### src/rtl/pow_pkg.sv
// Shared constants and helpers for the pipelined integer power block.
package pow_pkg;

  localparam int POW_W_DEF  = 8;
  localparam int POW_N_DEF  = 5;
  localparam int POW_EW_DEF = 4;

  // Smallest r such that 2**r >= value; usable in constant expressions.
  function automatic int clog2(input int value);
    int r;
    r = 0;
    while ((1 << r) < value) begin
      r = r + 1;
    end
    return r;
  endfunction

endpackage

### src/rtl/pow_stage.sv
// One multiply stage: folds another factor of the base into the partial power
// when this stage index is within the clamped exponent, else passes through.
module pow_stage
  import pow_pkg::*;
#(
  parameter int W     = POW_W_DEF,
  parameter int EW    = POW_EW_DEF,
  parameter int STAGE = 2
) (
  input  logic [W-1:0]  part_i,
  input  logic [W-1:0]  base_i,
  input  logic [EW-1:0] e_i,
  input  logic          ovf_i,
  output logic [W-1:0]  part_o,
  output logic          ovf_o
);

  localparam logic [EW-1:0] STAGE_E = EW'(STAGE);

  logic [2*W-1:0] prod;
  logic           active;

  always_comb begin
    prod   = (2*W)'(part_i) * (2*W)'(base_i);
    active = (STAGE_E <= e_i);
    part_o = part_i;
    ovf_o  = ovf_i;
    if (active) begin
      // Any bit above the result width means the true power no longer fits.
      part_o = prod[W-1:0];
      ovf_o  = ovf_i | (|prod[2*W-1:W]);
    end
  end

endmodule

### src/rtl/pow_n_pipe_hs.sv
// N-stage pipelined n^exp with valid/ready handshakes on both sides and a
// global clock enable; all stages shift in lock-step.
module pow_n_pipe_hs
  import pow_pkg::*;
#(
  parameter int W  = POW_W_DEF,
  parameter int N  = POW_N_DEF,
  parameter int EW = POW_EW_DEF
) (
  input  logic          clk,
  input  logic          rst,
  input  logic          clk_en,
  input  logic          arg_vld,
  output logic          arg_rdy,
  input  logic [W-1:0]  n,
  input  logic [EW-1:0] exp,
  output logic          res_vld,
  input  logic          res_rdy,
  output logic [W-1:0]  res,
  output logic          res_ovf,
  output logic          busy
);

  if (N < 2 || N > 8 || EW < clog2(N + 1)) begin : g_bad_params
    $error("pow_n_pipe_hs: N must be 2..8 and EW >= clog2(N+1)");
  end

  localparam logic [EW-1:0] N_E = EW'(N);

  // Handshake: a transfer happens on a rising edge where valid and ready are
  // both high. arg_rdy is the pipeline advance itself, so it never depends on
  // arg_vld; res_vld/res/res_ovf hold until res_rdy is seen with clk_en high.
  logic                 advance;
  logic [EW-1:0]        e_clamp;

  logic [N-1:0]         vld_q, vld_d;
  logic [N-1:0]         ovf_q, ovf_d;
  logic [N-1:0][W-1:0]  base_q, base_d;
  logic [N-1:0][W-1:0]  part_q, part_d;
  logic [N-1:0][EW-1:0] e_q, e_d;

  logic [N-1:1][W-1:0]  mul_part;
  logic [N-1:1]         mul_ovf;
  logic                 unused_tail;

  assign advance = clk_en & (~vld_q[N-1] | res_rdy);
  assign arg_rdy = advance;
  assign e_clamp = (exp > N_E) ? N_E : exp;

  for (genvar k = 1; k < N; k++) begin : g_stage
    pow_stage #(
      .W    (W),
      .EW   (EW),
      .STAGE(k + 1)
    ) u_stage (
      .part_i(part_q[k-1]),
      .base_i(base_q[k-1]),
      .e_i   (e_q[k-1]),
      .ovf_i (ovf_q[k-1]),
      .part_o(mul_part[k]),
      .ovf_o (mul_ovf[k])
    );
  end

  always_comb begin
    vld_d     = '0;
    ovf_d     = '0;
    base_d    = '0;
    part_d    = '0;
    e_d       = '0;
    // Stage 1 loads every advancing cycle; a bubble simply carries valid=0.
    vld_d[0]  = arg_vld & arg_rdy;
    base_d[0] = n;
    e_d[0]    = e_clamp;
    part_d[0] = (e_clamp == '0) ? W'(1) : n;
    ovf_d[0]  = 1'b0;
    for (int k = 1; k < N; k++) begin
      vld_d[k]  = vld_q[k-1];
      base_d[k] = base_q[k-1];
      e_d[k]    = e_q[k-1];
      part_d[k] = mul_part[k];
      ovf_d[k]  = mul_ovf[k];
    end
  end

  always_ff @(posedge clk) begin
    if (rst) begin
      vld_q  <= '0;
      ovf_q  <= '0;
      base_q <= '0;
      part_q <= '0;
      e_q    <= '0;
    end else if (advance) begin
      vld_q  <= vld_d;
      ovf_q  <= ovf_d;
      base_q <= base_d;
      part_q <= part_d;
      e_q    <= e_d;
    end
  end

  assign res_vld = vld_q[N-1];
  assign res     = part_q[N-1];
  assign res_ovf = ovf_q[N-1];
  assign busy    = |vld_q;

  // The last stage keeps base/exponent for uniformity but nothing reads them.
  assign unused_tail = ^{base_q[N-1], e_q[N-1]};

endmodule

### config.mk
export PLATFORM = sky130hd
export DESIGN_NAME = pow_n_pipe_hs
export DESIGN_NICKNAME = d
export VERILOG_FILES = /design/src/rtl/pow_pkg.sv /design/src/rtl/pow_stage.sv /design/src/rtl/pow_n_pipe_hs.sv
export SDC_FILE = /design/constraint.sdc
export NUM_CORES = 1
export LEC_CHECK = 0
export CORE_ASPECT_RATIO = 1.25
export CORE_MARGIN = 2
export CORE_UTILIZATION = 59
export DETAILED_ROUTE_END_ITERATION = 8
export PLACE_DENSITY = 0.88
export RECOVER_POWER = 25
export SYNTH_ARGS = -nofsm -noshare
export SYNTH_HDL_FRONTEND = slang
export SYNTH_HIERARCHICAL = 1
export SYNTH_SLANG_ARGS = --single-unit
### constraint.sdc
create_clock -name clk -period 4.9 [get_ports clk]
set_clock_uncertainty 0.15 [all_clocks]
set_input_delay 1.225 -clock clk [delete_from_list [all_inputs] [get_ports clk]]
set_output_delay 1.225 -clock clk [all_outputs]
set_load 0.1 [all_outputs]
==> flow_summary_export.csv, run 1 <==
group,metric,value,unit
status,outcome,"finished clean",
pwr,max-vdd-ir-drop,200,uV
setup_path,cpPeakStageDelay,0.53,ns
floorplan,fp.dieW,136,um
floorplan,core_region_area,21400,um^2
pwr,pwr_density_cell,132,nW/um^2
routing,wl_per_cell,17.8,um
setup_path,start_kind,"flip-flop",
global_routing,grtUsageTotal,0.286,
finish,n_fill_cell,1544,
setup_path,cp_num_cells,18,
timing,min_period,4.83,ns
finish,final_area,14500,um^2
pwr,finalPower,1.91,mW
pwr,power.leakage,6.64,nW
placed_design,placed_area,13600,um^2
floorplan,num_rows,60,
routing,via_per_inst,6.14,
routing,first_pass_iters,6,
yosys,ys_types,81,
yosys,synth.ff_latch_count,97,
clock_tree,clk_path_buf_depth,2,
clock_tree,clk_pin_slew,0.07,ns
setup_path,path_cells,"and2_4, fa_1, inv_1, fa_2, inv_1, fa_1, inv_2, fa_1, inv_1, ha_1, a21o_1, a221o_1, or3_4, a2111oi_4, o2111a_1, a21oi_1, nand3_1, a21oi_1",
timing,fin_crit_sh,0.986,
setup_path,cp-end-kind,"flip-flop",
clock_tree,htree_levels,3,
timing,finalSetupViolCount,0,
timing,tightest_slew,0.981,ns
yosys,synth_area_leaders,"fa_1 (23%), dfxtp_1 (15%), ha_1 (14%)",
floorplan,die_h,168,um
setup_path,required,4.97,ns
global_routing,grt_pass1_vias,11600,
finish,fin_cells,1896,
yosys,syn_avg_cell_area,8.20,um^2
floorplan,initial_core_util,0.597,
placed_design,dp_hpwl,24.1,mm
clock_tree,ctsHoldBuffers,0,
clock_tree,clock_latency,0.37,ns
timing,grt_setup_unrepaired,"true",
yosys,synth_edf_count,0,
global_routing,grt_max_degree,86,
clock_tree,clockRootBuffer,"clkbuf_16",
routing,drt_iter0_markers,1127,
routing,drc,0,
routing,vias,11600,
clock_tree,cts_tree,"yes",
setup_path,cp.arrival,4.90,ns
yosys,ys.flop_type,"dfxtp_1",
global_routing,antenna_found_initial,0,
clock_tree,cts_made_buffers,9,
setup_path,r2r_cells,18,
yosys,ys_seq_area_frac,0.152,
job,maxCapViolations,0,
finish,final_common_cell,"inv_1",
timing,max_slew_margin,0.344,
yosys,async_flop_share,0,
floorplan,io_pins,29,
placed_design,dp.cells,1865,
timing,final.setup.tns,0,ns
clock_tree,clkSinkCount,97,
placed_design,portBuffers,28,
finish,mostFrequentLayoutCells,"inv_1 (228), nand2_1 (152), and2_1 (146), fa_1 (138), ha_1 (131)",
yosys,yosys_warnings,6,
routing,totalWireLength,33.8,mm
finish,drive_gt1_frac,0.145,
setup_path,path_delay_family,"adder cells",
yosys,yosys.area.top_type,"fa_1",
placed_design,gp_congestion,0.906,
setup_path,path_class,"reg -> reg",
yosys,synthCells,1556,
timing,max_freq,207,MHz
setup_path,reg2reg_slack,0.07,ns
floorplan,dieArea,22800,um^2
yosys,synth_top_area_share,0.226,
routing,ant_nets,0,
finish,nets,1917,
timing,finalHoldViolCount,0,
yosys,syn_area,12800,um^2
worst_hold_path,min_path_type,"reg -> reg",
worst_hold_path,holdPathStages,2,
global_routing,grt_overflow,0,
setup_path,cp_max_fo,6,
setup_path,cpMaxStageDelayCell,"fa_1",
timing,slew_violations,0,
timing,hold-worst-slack,0.332,ns
finish,area_growth,13.4,%
finish,diodes,0,
setup_path,cp_num_buf_inv,4,
global_routing,grt_pass1_wl,53.5,mm
==> synth_stat cells, types with 3 or more instances <==
master and n:
o21ai_1 11, nand2_1 154, dfxtp_1 97, nor3_1 11
xnor2_1 17, nand3_1 90, fa_1 144, clkbuf_1 36
nor2_1 32, and3_1 3, mux2_2 6, a211o_1 3
xor2_1 9, buf_4 12, o21bai_1 3, o21ai_0 107
nor2b_1 3, buf_1 4, nand4_1 3, mux2i_1 6
and2_1 151, a21oi_1 128, buf_2 13, o211ai_1 3
nor3b_1 4, a21o_1 14, nand2b_1 7, a211oi_1 13
buf_6 3, clkbuf_2 7, or3_1 6, o32ai_1 7
a31oi_1 6, inv_1 232, a2111oi_0 3, o21a_1 9
ha_1 144
==> power breakdown <==
group / leakage, nW / switching, mW / internal [mW]
Clock: 0.146 / 0.355 / 0.415
Combinational: 5.69 / 0.191 / 0.120
Sequential: 0.809 / 0.0272 / 0.806
==> per-stage QoR <==
| stage | util | setup WS (ns) |
|---|---|---|
| 2_1_floorplan | - | 0.00257 |
| 3_3_place_gp | 0.636 | 0.0620 |
| 3_5_place_dp | 0.636 | -0.0914 |
| 4_1_cts | 0.654 | -0.00258 |
| 5_1_grt | 0.676 | -0.139 |
| 6_report | 0.676 | 0.0683 |
==> registers in the layout, indices dropped and copies added, names as in the netlist <==
register / count
base_d: 32
part_q: 32
e_d: 16
res: 8
vld_q: 5
ovf_q: 4
==> cell type report <==
type / count / area (um^2) / share of cell area
clock inverters: 5 / 63.8 / 0.00441
repair buffers: 119 / 991 / 0.0685
clock buffers: 11 / 243 / 0.0168
inverters: 233 / 875 / 0.0604
multi-input cells: 1152 / 9930 / 0.686
well taps: 279 / 349 / 0.0241
flip-flops and latches: 97 / 2020 / 0.140
==> cell families (layout without fill, tap and decap cells) <==
family,count (synthesis),count (layout),synth area share
AO/OA/AOI/OAI,337,337,0.158
other,1,2,0.000294
flip-flops,97,97,0.152
adder cells (fa/ha/maj),288,288,0.367
XOR/XNOR,26,26,0.0178
buffers and inverters,308,368,0.0978
AND/OR/NAND/NOR,487,487,0.197
multiplexers,12,12,0.0100
==> path summary, 6_finish.rpt <==
check                               start                     to
setup reg to reg  part_q[12]$_SDFFE_PP0P_  ovf_q[2]$_SDFFE_PP0P_
hold reg to reg       e_d[4]$_SDFFE_PP0P_    e_d[8]$_SDFFE_PP0P_
hold / removal        e_d[4]$_SDFFE_PP0P_    e_d[8]$_SDFFE_PP0P_
setup / recovery  part_q[12]$_SDFFE_PP0P_  ovf_q[2]$_SDFFE_PP0P_
==> repair_timing <==
action	CTS	global route
gates resized for setup	25	101
setup endpoints to repair	1	4
pin swaps	21	43
setup buffers	5	10
==> layer usage <==
metal | routed length (um) | share of wire | vias up | global-route usage
met2 | 17700 | 0.53 | 565 | 0.518
met3 | 2110 | 0.062 | 153 | 0.0323
met4 | 1710 | 0.051 | 0 | 0.149
li1 | - | - | 5243 | -
met1 | 12200 | 0.36 | 5687 | 0.330
met5 | 0 | 0 | - | 0
==> tightest hold or removal path: stages, from the launching register on <==
cell and delay, ns:
dfxtp_1 0.31, nand3_1 0.06, a21oi_1 0.06
(Power assumes the default switching activity.)
==> inputs of run 2 (changes only) <==
- HOLD_SLACK_MARGIN: not set -> 0.05
- MAX_ROUTING_LAYER: not set -> met4
==> flow_summary_export.csv, run 2 (synthesis results as in run 1) <==
group,metric,value,unit
routing,vias,11500,
setup_path,reg2reg_slack,-0.04,ns
timing,slew_violations,86,
setup_path,cp_max_fo,4,
pwr,max-vdd-ir-drop,171,uV
clock_tree,ctsHoldBuffers,0,
clock_tree,clk_pin_slew,0.08,ns
setup_path,cpMaxStageDelayCell,"fa_1",
global_routing,grt_overflow,0,
worst_hold_path,hold_end,"e_d[17]$_SDFFE_PP0P_",
timing,finalHoldViolCount,0,
timing,max_freq,202,MHz
finish,drive_gt1_frac,0.132,
global_routing,grt_pass1_wl,52.7,mm
setup_path,start_kind,"flip-flop",
floorplan,fp.dieW,136,um
worst_hold_path,min-delay-start,"e_d[13]$_SDFFE_PP0P_",
clock_tree,clockRootBuffer,"clkbuf_16",
global_routing,antenna_found_initial,0,
routing,ant_nets,0,
timing,final.setup.tns,-0.0402,ns
clock_tree,htree_levels,3,
timing,max_slew_margin,-0.00894,
pwr,power.leakage,6.59,nW
worst_hold_path,holdPathStages,2,
setup_path,r2r_end,"ovf_q[2]$_SDFFE_PP0P_",
setup_path,cp.arrival,5.00,ns
pwr,pwr_density_cell,132,nW/um^2
pwr,finalPower,1.89,mW
finish,n_fill_cell,1563,
worst_hold_path,min_path_type,"reg -> reg",
finish,final_area,14400,um^2
finish,area_growth,12.4,%
setup_path,cp-end-kind,"flip-flop",
placed_design,gp_congestion,0.920,
routing,wl_per_cell,17.4,um
floorplan,io_pins,29,
clock_tree,clkSinkCount,97,
finish,utilization,0.671,
routing,via_per_inst,6.10,
job,maxCapViolations,1,
timing,hold-worst-slack,0.319,ns
routing,drc,0,
setup_path,cp_num_buf_inv,3,
finish,fin_cells,1889,
routing,totalWireLength,32.9,mm
timing,fin_crit_sh,1.01,
finish,final_common_cell,"inv_1",
placed_design,placed_area,13600,um^2
floorplan,initial_core_util,0.597,
setup_path,path_class,"reg -> reg",
status,violations,"capacitance limit, slew limit, setup timing",
placed_design,place_ws,-0.0820,ns
setup_path,r2r_cells,17,
finish,nets,1910,
setup_path,path_delay_family,"adder cells",
floorplan,dieArea,22800,um^2
timing,grt_setup_unrepaired,"true",
placed_design,dp.cells,1864,
timing,finalSetupViolCount,1,
placed_design,dp_hpwl,23.4,mm
global_routing,grt_max_degree,91,
timing,min_period,4.94,ns
timing,tightest_slew,1.51,ns
floorplan,num_rows,60,
clock_tree,cts_made_buffers,9,
setup_path,cpPeakStageDelay,0.58,ns
clock_tree,cts_tree,"yes",
setup_path,required,4.96,ns
setup_path,worstReg2RegStart,"part_q[9]$_SDFFE_PP0P_",
finish,diodes,0,
timing,setup_ws,-0.0402,ns
clock_tree,clock_latency,0.36,ns
placed_design,portBuffers,28,
floorplan,die_h,168,um
global_routing,grt_pass1_vias,11700,
status,outcome,"complete, but fails checks",
global_routing,grtUsageTotal,0.287,
routing,drt_iter0_markers,1104,
floorplan,core_region_area,21400,um^2
finish,mostFrequentLayoutCells,"inv_1 (226), nand2_1 (153), and2_1 (146), fa_1 (143), ha_1 (132)",
setup_path,path_cells,"nand2_1, fa_1, fa_1, fa_1, fa_1, inv_1, ha_1, a21o_1, a221o_1, buf_4, buf_4, o21a_1, a2111oi_4, o2111a_1, a21oi_1, nand3_1, a21oi_1",
routing,first_pass_iters,6,
clock_tree,clk_path_buf_depth,2,
setup_path,path_common_cell,"fa_1",
==> run 2: changes by cell type in the layout (fill, tap and decap cells not counted), sizes merged <==
cell,delta
dlygate4sd3,+1
buf,-8
clkbuf,+1
clkdlybuf4s50,-1
==> run 2: how the worst max path moves through the flow <==
stage | from | end | slack (ns) | cells after the start
final | part_q[9]$_SDFFE_PP0P_ | ovf_q[2]$_SDFFE_PP0P_ | -0.04 | 17
after global routing | base_d[19]$_SDFFE_PP0P_ | ovf_q[2]$_SDFFE_PP0P_ | -0.15 | 20
after CTS | part_q[9]$_SDFFE_PP0P_ | ovf_q[2]$_SDFFE_PP0P_ | 0.01 | 15
after detailed placement | base_d[22]$_SDFFE_PP0P_ | ovf_q[2]$_SDFFE_PP0P_ | -0.08 | 17
after global placement | part_q[11]$_SDFFE_PP0P_ | ovf_q[2]$_SDFFE_PP0P_ | 0.06 | 18
after floorplan | part_q[10]$_SDFFE_PP0P_ | ovf_q[2]$_SDFFE_PP0P_ | 0.003 | 16
==> run 2: timing repair <==
item,in CTS,in global routing
resized for setup,12,97
pin swaps,0,38
endpoints found under the setup margin,3,4
setup buffers,0,9
==> run 2: layout make-up <==
| cell class | instances | area, um^2 | area share |
|---|---|---|---|
| Timing Repair Buffer | 112 | 931 | 0.0649 |
| Clock inverter | 5 | 63.8 | 0.00445 |
| Sequential cell | 97 | 2000 | 0.139 |
| Multi-Input combinational cell | 1152 | 9900 | 0.690 |
| Tap cell | 279 | 349 | 0.0243 |
| Clock buffer | 11 | 233 | 0.0162 |
| Inverter | 233 | 875 | 0.0609 |
==> run 2: power by group <==
part           internal [mW]  switching [mW]
Clock                  0.401           0.340
Sequential             0.808          0.0284
Combinational          0.119           0.191
==> run 2: worst register-to-register path: stages, from the launching register on <==
cell and delay (ns):
dfxtp_1 0.38, nand2_1 0.09, fa_1 0.53, fa_1 0.58, fa_1 0.45, fa_1 0.54
inv_1 0.04, ha_1 0.31, a21o_1 0.21, a221o_1 0.35, buf_4 0.14, buf_4 0.13
o21a_1 0.20, a2111oi_4 0.22, o2111a_1 0.25, a21oi_1 0.07, nand3_1 0.07, a21oi_1 0.08
==> run 2: layer usage <==
| metal | GRT usage | part of all wire | vias to the layer above | routed length [um] |
|---|---|---|---|---|
| met5 | - | 0 | - | 0 |
| met4 | 0.130 | 0.041 | 0 | 1360 |
| met3 | 0.0282 | 0.061 | 123 | 2010 |
| met2 | 0.509 | 0.53 | 512 | 17400 |
| met1 | 0.327 | 0.37 | 5661 | 12100 |
| li1 | - | - | 5221 | - |
